File: src/rtl/oblivious_transfer_sender.sv
// Sender side of a 1-out-of-2 RSA oblivious transfer, byte-stream framed.
// It sends N, e, x0, x1, receives the blinded value v, computes
// k_i = (v - x_i)^d mod N with a serial square-and-multiply engine, then
// sends m_i' = (m_i + k_i) mod N for i = 0, 1.
//
// Ports:
//   clk, reset        clock, asynchronous active-high reset
//   start             one-cycle pulse; latches the operands when idle
//   n_in .. m1_in     modulus, exponents, random values, messages
//   tx_valid/ready/data   outgoing byte stream (registered)
//   rx_valid/ready/data   incoming byte stream
//   busy, done        status (busy outside IDLE/DONE, done in DONE)
// Words travel as 4 bytes, least significant byte first.
module oblivious_transfer_sender #(
    parameter int W = 32
) (
    input  logic         clk,
    input  logic         reset,
    input  logic         start,
    input  logic [W-1:0] n_in,
    input  logic [W-1:0] e_in,
    input  logic [W-1:0] d_in,
    input  logic [W-1:0] x0_in,
    input  logic [W-1:0] x1_in,
    input  logic [W-1:0] m0_in,
    input  logic [W-1:0] m1_in,
    output logic         tx_valid,
    input  logic         tx_ready,
    output logic [7:0]   tx_data,
    input  logic         rx_valid,
    output logic         rx_ready,
    input  logic [7:0]   rx_data,
    output logic         busy,
    output logic         done
);

    typedef enum logic [3:0] {
        IDLE, TX1, RX, SUB0, EXP0, ADD0, SUB1, EXP1, ADD1, TX2, DONE
    } state_t;

    state_t state, state_next;

    logic [W-1:0] n_r, e_r, d_r, x0_r, x1_r, m0_r, m1_r;
    logic [W-1:0] v_r, t_r, r_r, m0p_r, m1p_r;
    logic [W+1:0] acc_r;
    logic [3:0]   byte_cnt;
    logic [4:0]   it_cnt;
    logic [4:0]   bit_idx;
    logic         mul_ph;     // 0: squaring step, 1: multiply-by-t step

    logic tx_fire, rx_fire, mm_last, exp_last;
    assign tx_fire  = tx_valid && tx_ready;
    assign rx_fire  = rx_valid && rx_ready;
    assign mm_last  = (it_cnt == 5'd31);
    assign exp_last = mul_ph && mm_last && (bit_idx == 5'd0);

    function automatic logic [7:0] byte_of(input logic [W-1:0] w, input logic [1:0] b);
        return w[{b, 3'b000} +: 8];
    endfunction

    // Next byte to present after a transfer in TX1 / TX2.
    logic [3:0]   nxt_cnt;
    logic [W-1:0] tx1_word, tx2_word;
    assign nxt_cnt  = byte_cnt + 4'd1;
    assign tx2_word = nxt_cnt[2] ? m1p_r : m0p_r;
    always_comb begin
        tx1_word = n_r;
        case (nxt_cnt[3:2])
            2'd0: tx1_word = n_r;
            2'd1: tx1_word = e_r;
            2'd2: tx1_word = x0_r;
            2'd3: tx1_word = x1_r;
            default: tx1_word = n_r;
        endcase
    end

    // Interleaved shift-add modmul step: acc = 2*acc + bit*r, each stage
    // reduced by one conditional subtract. The multiplicand is always r;
    // the multiplier is r (square) or t (multiply), scanned MSB first, so
    // bit index 31 - it_cnt is simply ~it_cnt.
    logic [W-1:0] mult_op;
    logic         mm_bit;
    logic [W+1:0] n_ext, dbl, dbl_red, sum_mm, add_red;
    assign mult_op = mul_ph ? t_r : r_r;
    assign mm_bit  = mult_op[~it_cnt];
    assign n_ext   = {2'b00, n_r};
    assign dbl     = acc_r << 1;
    assign dbl_red = (dbl >= n_ext) ? dbl - n_ext : dbl;
    assign sum_mm  = dbl_red + (mm_bit ? {2'b00, r_r} : '0);
    assign add_red = (sum_mm >= n_ext) ? sum_mm - n_ext : sum_mm;

    // t = v - x_i (+N on borrow). The true result is below N, so the low
    // W bits of the wrapped difference are exact.
    logic [W-1:0] sub_x, t_next;
    assign sub_x  = (state == SUB0) ? x0_r : x1_r;
    assign t_next = (v_r >= sub_x) ? v_r - sub_x : v_r - sub_x + n_r;

    // m' = m_i + r in W+1 bits, minus N when the sum reaches N.
    logic [W-1:0] m_sel, m_res;
    logic [W:0]   m_sum;
    assign m_sel = (state == ADD0) ? m0_r : m1_r;
    assign m_sum = {1'b0, m_sel} + {1'b0, r_r};
    assign m_res = (m_sum >= {1'b0, n_r}) ? m_sum[W-1:0] - n_r : m_sum[W-1:0];

    assign busy = (state != IDLE) && (state != DONE);
    assign done = (state == DONE);

    always_ff @(posedge clk or posedge reset) begin
        if (reset) state <= IDLE;
        else       state <= state_next;
    end

    always_comb begin
        state_next = state;
        case (state)
            IDLE: if (start) state_next = TX1;
            TX1:  if (tx_fire && byte_cnt == 4'd15) state_next = RX;
            RX:   if (rx_fire && byte_cnt == 4'd3) state_next = SUB0;
            SUB0: state_next = EXP0;
            EXP0: if (exp_last) state_next = ADD0;
            ADD0: state_next = SUB1;
            SUB1: state_next = EXP1;
            EXP1: if (exp_last) state_next = ADD1;
            ADD1: state_next = TX2;
            TX2:  if (tx_fire && byte_cnt == 4'd7) state_next = DONE;
            DONE: state_next = DONE;
            default: state_next = IDLE;
        endcase
    end

    always_ff @(posedge clk or posedge reset) begin
        if (reset) begin
            n_r <= '0; e_r <= '0; d_r <= '0; x0_r <= '0; x1_r <= '0;
            m0_r <= '0; m1_r <= '0; v_r <= '0; t_r <= '0; r_r <= '0;
            m0p_r <= '0; m1p_r <= '0; acc_r <= '0;
            byte_cnt <= '0; it_cnt <= '0; bit_idx <= '0; mul_ph <= 1'b0;
            tx_valid <= 1'b0; tx_data <= '0; rx_ready <= 1'b0;
        end else begin
            case (state)
                IDLE: if (start) begin
                    n_r <= n_in; e_r <= e_in; d_r <= d_in;
                    x0_r <= x0_in; x1_r <= x1_in; m0_r <= m0_in; m1_r <= m1_in;
                    tx_valid <= 1'b1;
                    tx_data  <= n_in[7:0];
                    byte_cnt <= '0;
                end
                TX1: if (tx_fire) begin
                    if (byte_cnt == 4'd15) begin
                        tx_valid <= 1'b0;
                        tx_data  <= '0;
                        rx_ready <= 1'b1;
                        byte_cnt <= '0;
                    end else begin
                        byte_cnt <= nxt_cnt;
                        tx_data  <= byte_of(tx1_word, nxt_cnt[1:0]);
                    end
                end
                RX: if (rx_fire) begin
                    v_r <= {rx_data, v_r[W-1:8]};
                    if (byte_cnt == 4'd3) begin
                        rx_ready <= 1'b0;
                        byte_cnt <= '0;
                    end else begin
                        byte_cnt <= nxt_cnt;
                    end
                end
                SUB0, SUB1: begin
                    t_r     <= t_next;
                    r_r     <= {{(W-1){1'b0}}, 1'b1};
                    acc_r   <= '0;
                    it_cnt  <= '0;
                    bit_idx <= 5'd31;
                    mul_ph  <= 1'b0;
                end
                EXP0, EXP1: begin
                    it_cnt <= it_cnt + 5'd1;
                    if (mm_last) begin
                        acc_r <= '0;
                        if (!mul_ph) begin
                            r_r    <= add_red[W-1:0];
                            mul_ph <= 1'b1;
                        end else begin
                            // The multiply always runs so both exponentiations
                            // take the same time; its result is kept only for d[j]=1.
                            if (d_r[bit_idx]) r_r <= add_red[W-1:0];
                            mul_ph  <= 1'b0;
                            bit_idx <= bit_idx - 5'd1;
                        end
                    end else begin
                        acc_r <= add_red;
                    end
                end
                ADD0: m0p_r <= m_res;
                ADD1: begin
                    m1p_r    <= m_res;
                    tx_valid <= 1'b1;
                    tx_data  <= m0p_r[7:0];
                    byte_cnt <= '0;
                end
                TX2: if (tx_fire) begin
                    if (byte_cnt == 4'd7) begin
                        tx_valid <= 1'b0;
                        tx_data  <= '0;
                    end else begin
                        byte_cnt <= nxt_cnt;
                        tx_data  <= byte_of(tx2_word, nxt_cnt[1:0]);
                    end
                end
                default: ;
            endcase
        end
    end

endmodule

File: config.mk
export PLATFORM = sky130hd
export DESIGN_NAME = oblivious_transfer_sender
export DESIGN_NICKNAME = d
export VERILOG_FILES = /design/src/rtl/oblivious_transfer_sender.sv
export SDC_FILE = /design/constraint.sdc
export NUM_CORES = 2
export LEC_CHECK = 0
export BUFFER_PORTS_ARGS = -buffer_cell sky130_fd_sc_hd__buf_2
export CAP_MARGIN = 10
export CORE_MARGIN = 4
export CORE_UTILIZATION = 39
export CTS_BUF_LIST = sky130_fd_sc_hd__clkbuf_4 sky130_fd_sc_hd__clkbuf_8 sky130_fd_sc_hd__clkbuf_16
export DETAILED_ROUTE_END_ITERATION = 10
export GPL_ROUTABILITY_DRIVEN = 0
export HOLD_SLACK_MARGIN = 0.05
export MAX_ROUTING_LAYER = met4
export PLACE_DENSITY_LB_ADDON = 0.3
export SKIP_LAST_GASP = 1
export SLEW_MARGIN = 15
export SYNTH_ARGS = -nofsm -noshare
export SYNTH_HDL_FRONTEND = slang
export SYNTH_SLANG_ARGS = --single-unit
File: constraint.sdc
create_clock -name clk -period 14.6 [get_ports clk]
set_clock_uncertainty 0.2 [all_clocks]
set_input_delay 1.46 -clock clk [delete_from_list [all_inputs] [get_ports clk]]
set_output_delay 1.46 -clock clk [all_outputs]
set_load 0.02 [all_outputs]
==> results.md <==
* Initial antenna violation count at 10
* Post-synthesis adder-cell area fraction at 8.809%
* Sequential area share after synthesis at 32.85%
* Fmax at 94.30 MHz
* Max reg flops at 33
* Layout cell share with drive strength beyond 1 at 20.00%
* Commonest non-fill, non-tap cells in the layout: dfrtp_1 (446), nand2_1 (379), a21oi_1 (316)
* R2r endpoint: r_r[31]
* Post-synth cell types at 93
* DRC viols at 0
* Register bit total from synthesis at 446
* Post-CTS setup buffer count at 0
* Number of global-route vias before repair at 28.68k
* Hold depth at 2
* Skew-Pair Late Insertion Delay at 0.65 ns
* Cell Area, Placed at 0.03631 mm^2
* Biggest register: acc_r
* Compound-Gate Fraction of Synth Area at 20.52%
* Die span in x at 303.2 um
* Post-Syn Area at 0.03398 mm^2
* Input/output buffers at 248
* Final Cell Area at 0.03825 mm^2
* Largest net degree at the start of global routing at 100
* Setup slack, reg-to-reg at 4.00 ns
* Rows at 107
* Worst rel slew slack at 31.24%
* Core region area at 0.08582 mm^2
* Setup TNS at 0 ns
* Maximum clock path buffer count at 3
* H-tree depth at 2
* Largest family of logic cells by synthesized area: compound AO/OA/AOI/OAI gates
* Startpoint Class: register
* Yosys warns at 0
* Nets@finish at 4344
* DP Wirelength at 93210 um
* CP Max Fanout at 43
* Final Cycle Share at 72.63%
* Finished Layout Cells at 5072
* I/O pins at 249
* Via density per instance at 6.038
* Clock sinks at 446
* Final setup violation count at 0
* Arr. time, crit path at 10.86 ns
* Post-CTS sizing at 0
* Syn nets at 4196
* CTS tree: built
* Hold path startpoint: m0p_r[31]
* Hold Crit Endpoint: m0p_r[31]
* Synth Area in XOR/XNOR at 4.614%
* Most common library cell in the layout ignoring fill and taps: dfrtp_1
* Final Max Tran Viols at 0
* Worst-Margin Slew at 1.018 ns
* Clock root buffer: clkbuf_16
* DR WL/cell at 23.99 um
* GRT Total Usage at 26.59%
* Initial Utilization at 39.59%
* Layout area overhead at 12.56%
* Routed WL at 121700 um
* Most used cell, CP: o21ai_0
* Post-CTS Hold Fix Bufs at 0
* RSZ-0062 raised after global routing: false
* Antenna Violating Nets Remaining at 0
* Post-synthesis mux area share at 14.60%
* Hold slack at 0.2779 ns
* Chip height at 303.2 um
* Mapped Cells at 3724
* Ys flop type: dfrtp_1
* Post-Synth Simple-Gate Area at 14.60%
* First-pass GRT wire length at 181600 um
* Crit-path slowest cell: o41ai_1
* Total congestion overflow at 0
* Minimum clock period at 10.60 ns
* Status: completed
* Number of DRC markers in iteration 0 at 3178
* CP required at 14.86 ns
* Average cell area after synthesis at 9.124 um^2
* Ys async rst share at 100.0%
* Clock-pin slew on the worst setup and hold paths at 0.06 ns
* Die ar. at 0.09191 mm^2
* Start of the worst register-to-register path: n_r[1]
* Crit path capture type: register
* Critical Path Max Stage Delay at 0.71 ns
* CTS buffer count at 54
* Number of flops mapped to enable cells by yosys at 0
* Dpl cells at 4960
* Vias at 30.63k
* Worst reg2reg path depth at 30
* Hold violation count in the final report at 0
* Crit Path Category: reg2reg
* Max Cap Violations at 0
* Worst Setup SP: n_r[1]
* DR pass1 iterations at 6
* Hold Crit Class: reg2reg
==> routing by layer <==
layer	global-route usage [%]	up-vias	part of all wire (%)
met1	36.29	14820	43
li1	-	14080	-
met5	-	-	0
met4	10.40	0	4.7
met3	5.208	278	9.5
met2	38.99	1448	43
==> final cells by class <==
class / instances / area [um^2]
Fill cell: 8256 / 47570
Multi-Input combinational cell: 2924 / 21560
Clock buffer: 70 / 1503
Clock inverter: 29 / 402.9
Antenna cell: 13 / 32.53
Timing Repair Buffer: 291 / 1564
Tap cell: 1144 / 1431
Inverter: 155 / 589.3
Sequential cell: 446 / 11160
==> through the flow <==
step / setup slack (ns) / util [%]
6_report: 3.995 / 44.57
5_1_grt: 3.390 / 44.56
4_1_cts: 4.348 / 44.53
3_5_place_dp: 4.426 / 42.31
3_3_place_gp: 4.653 / 42.31
2_1_floorplan: 0.5114 / -
==> cells in the mapped netlist (52+ instances only) <==
cell type	count	area (um^2)
mux2i_1	76	760.7
nand2_1	380	1426
a21o_1	107	803.3
and2_1	55	344.1
a21oi_1	316	1582
ha_1	228	2853
nor2_1	220	825.8
xor2_1	64	560.5
o211ai_1	52	390.4
clkbuf_1	169	634.4
mux2_2	271	3052
inv_1	153	574.3
dfrtp_1	446	11160
o21ai_0	190	950.9
xnor2_1	115	1007
nand3_1	134	670.6
==> cell families after synthesis <==
family / after synthesis
compound gates: 1066
simple gates: 1046
flops: 446
mux: 398
buf+inv: 354
fa+ha+maj: 235
xor+xnor: 179
==> worst max-delay path by stage <==
stage	to	cells past startpoint
CTS	r_r[31]	32
global route	r_r[31]	30
finish	r_r[31]	30
global placement	r_r[31]	30
floorplan	acc_r[0]	1
detailed placement	r_r[31]	30
==> critical path: cells and delay by family (launching register included) <==
| kind | cells | cell delay [ns] |
|---|---|---|
| AO/OA/AOI/OAI | 20 | 5.75 |
| adder cells (fa/ha/maj) | 3 | 1.31 |
| buffers and inverters | 2 | 0.53 |
| flip-flops | 1 | 0.48 |
| multiplexers | 1 | 0.33 |
| AND/OR/NAND/NOR | 4 | 1.79 |
Power is left out: the tool's default activity adds up to more than one toggle a clock period on the data nets, which glitch-free logic cannot reach.
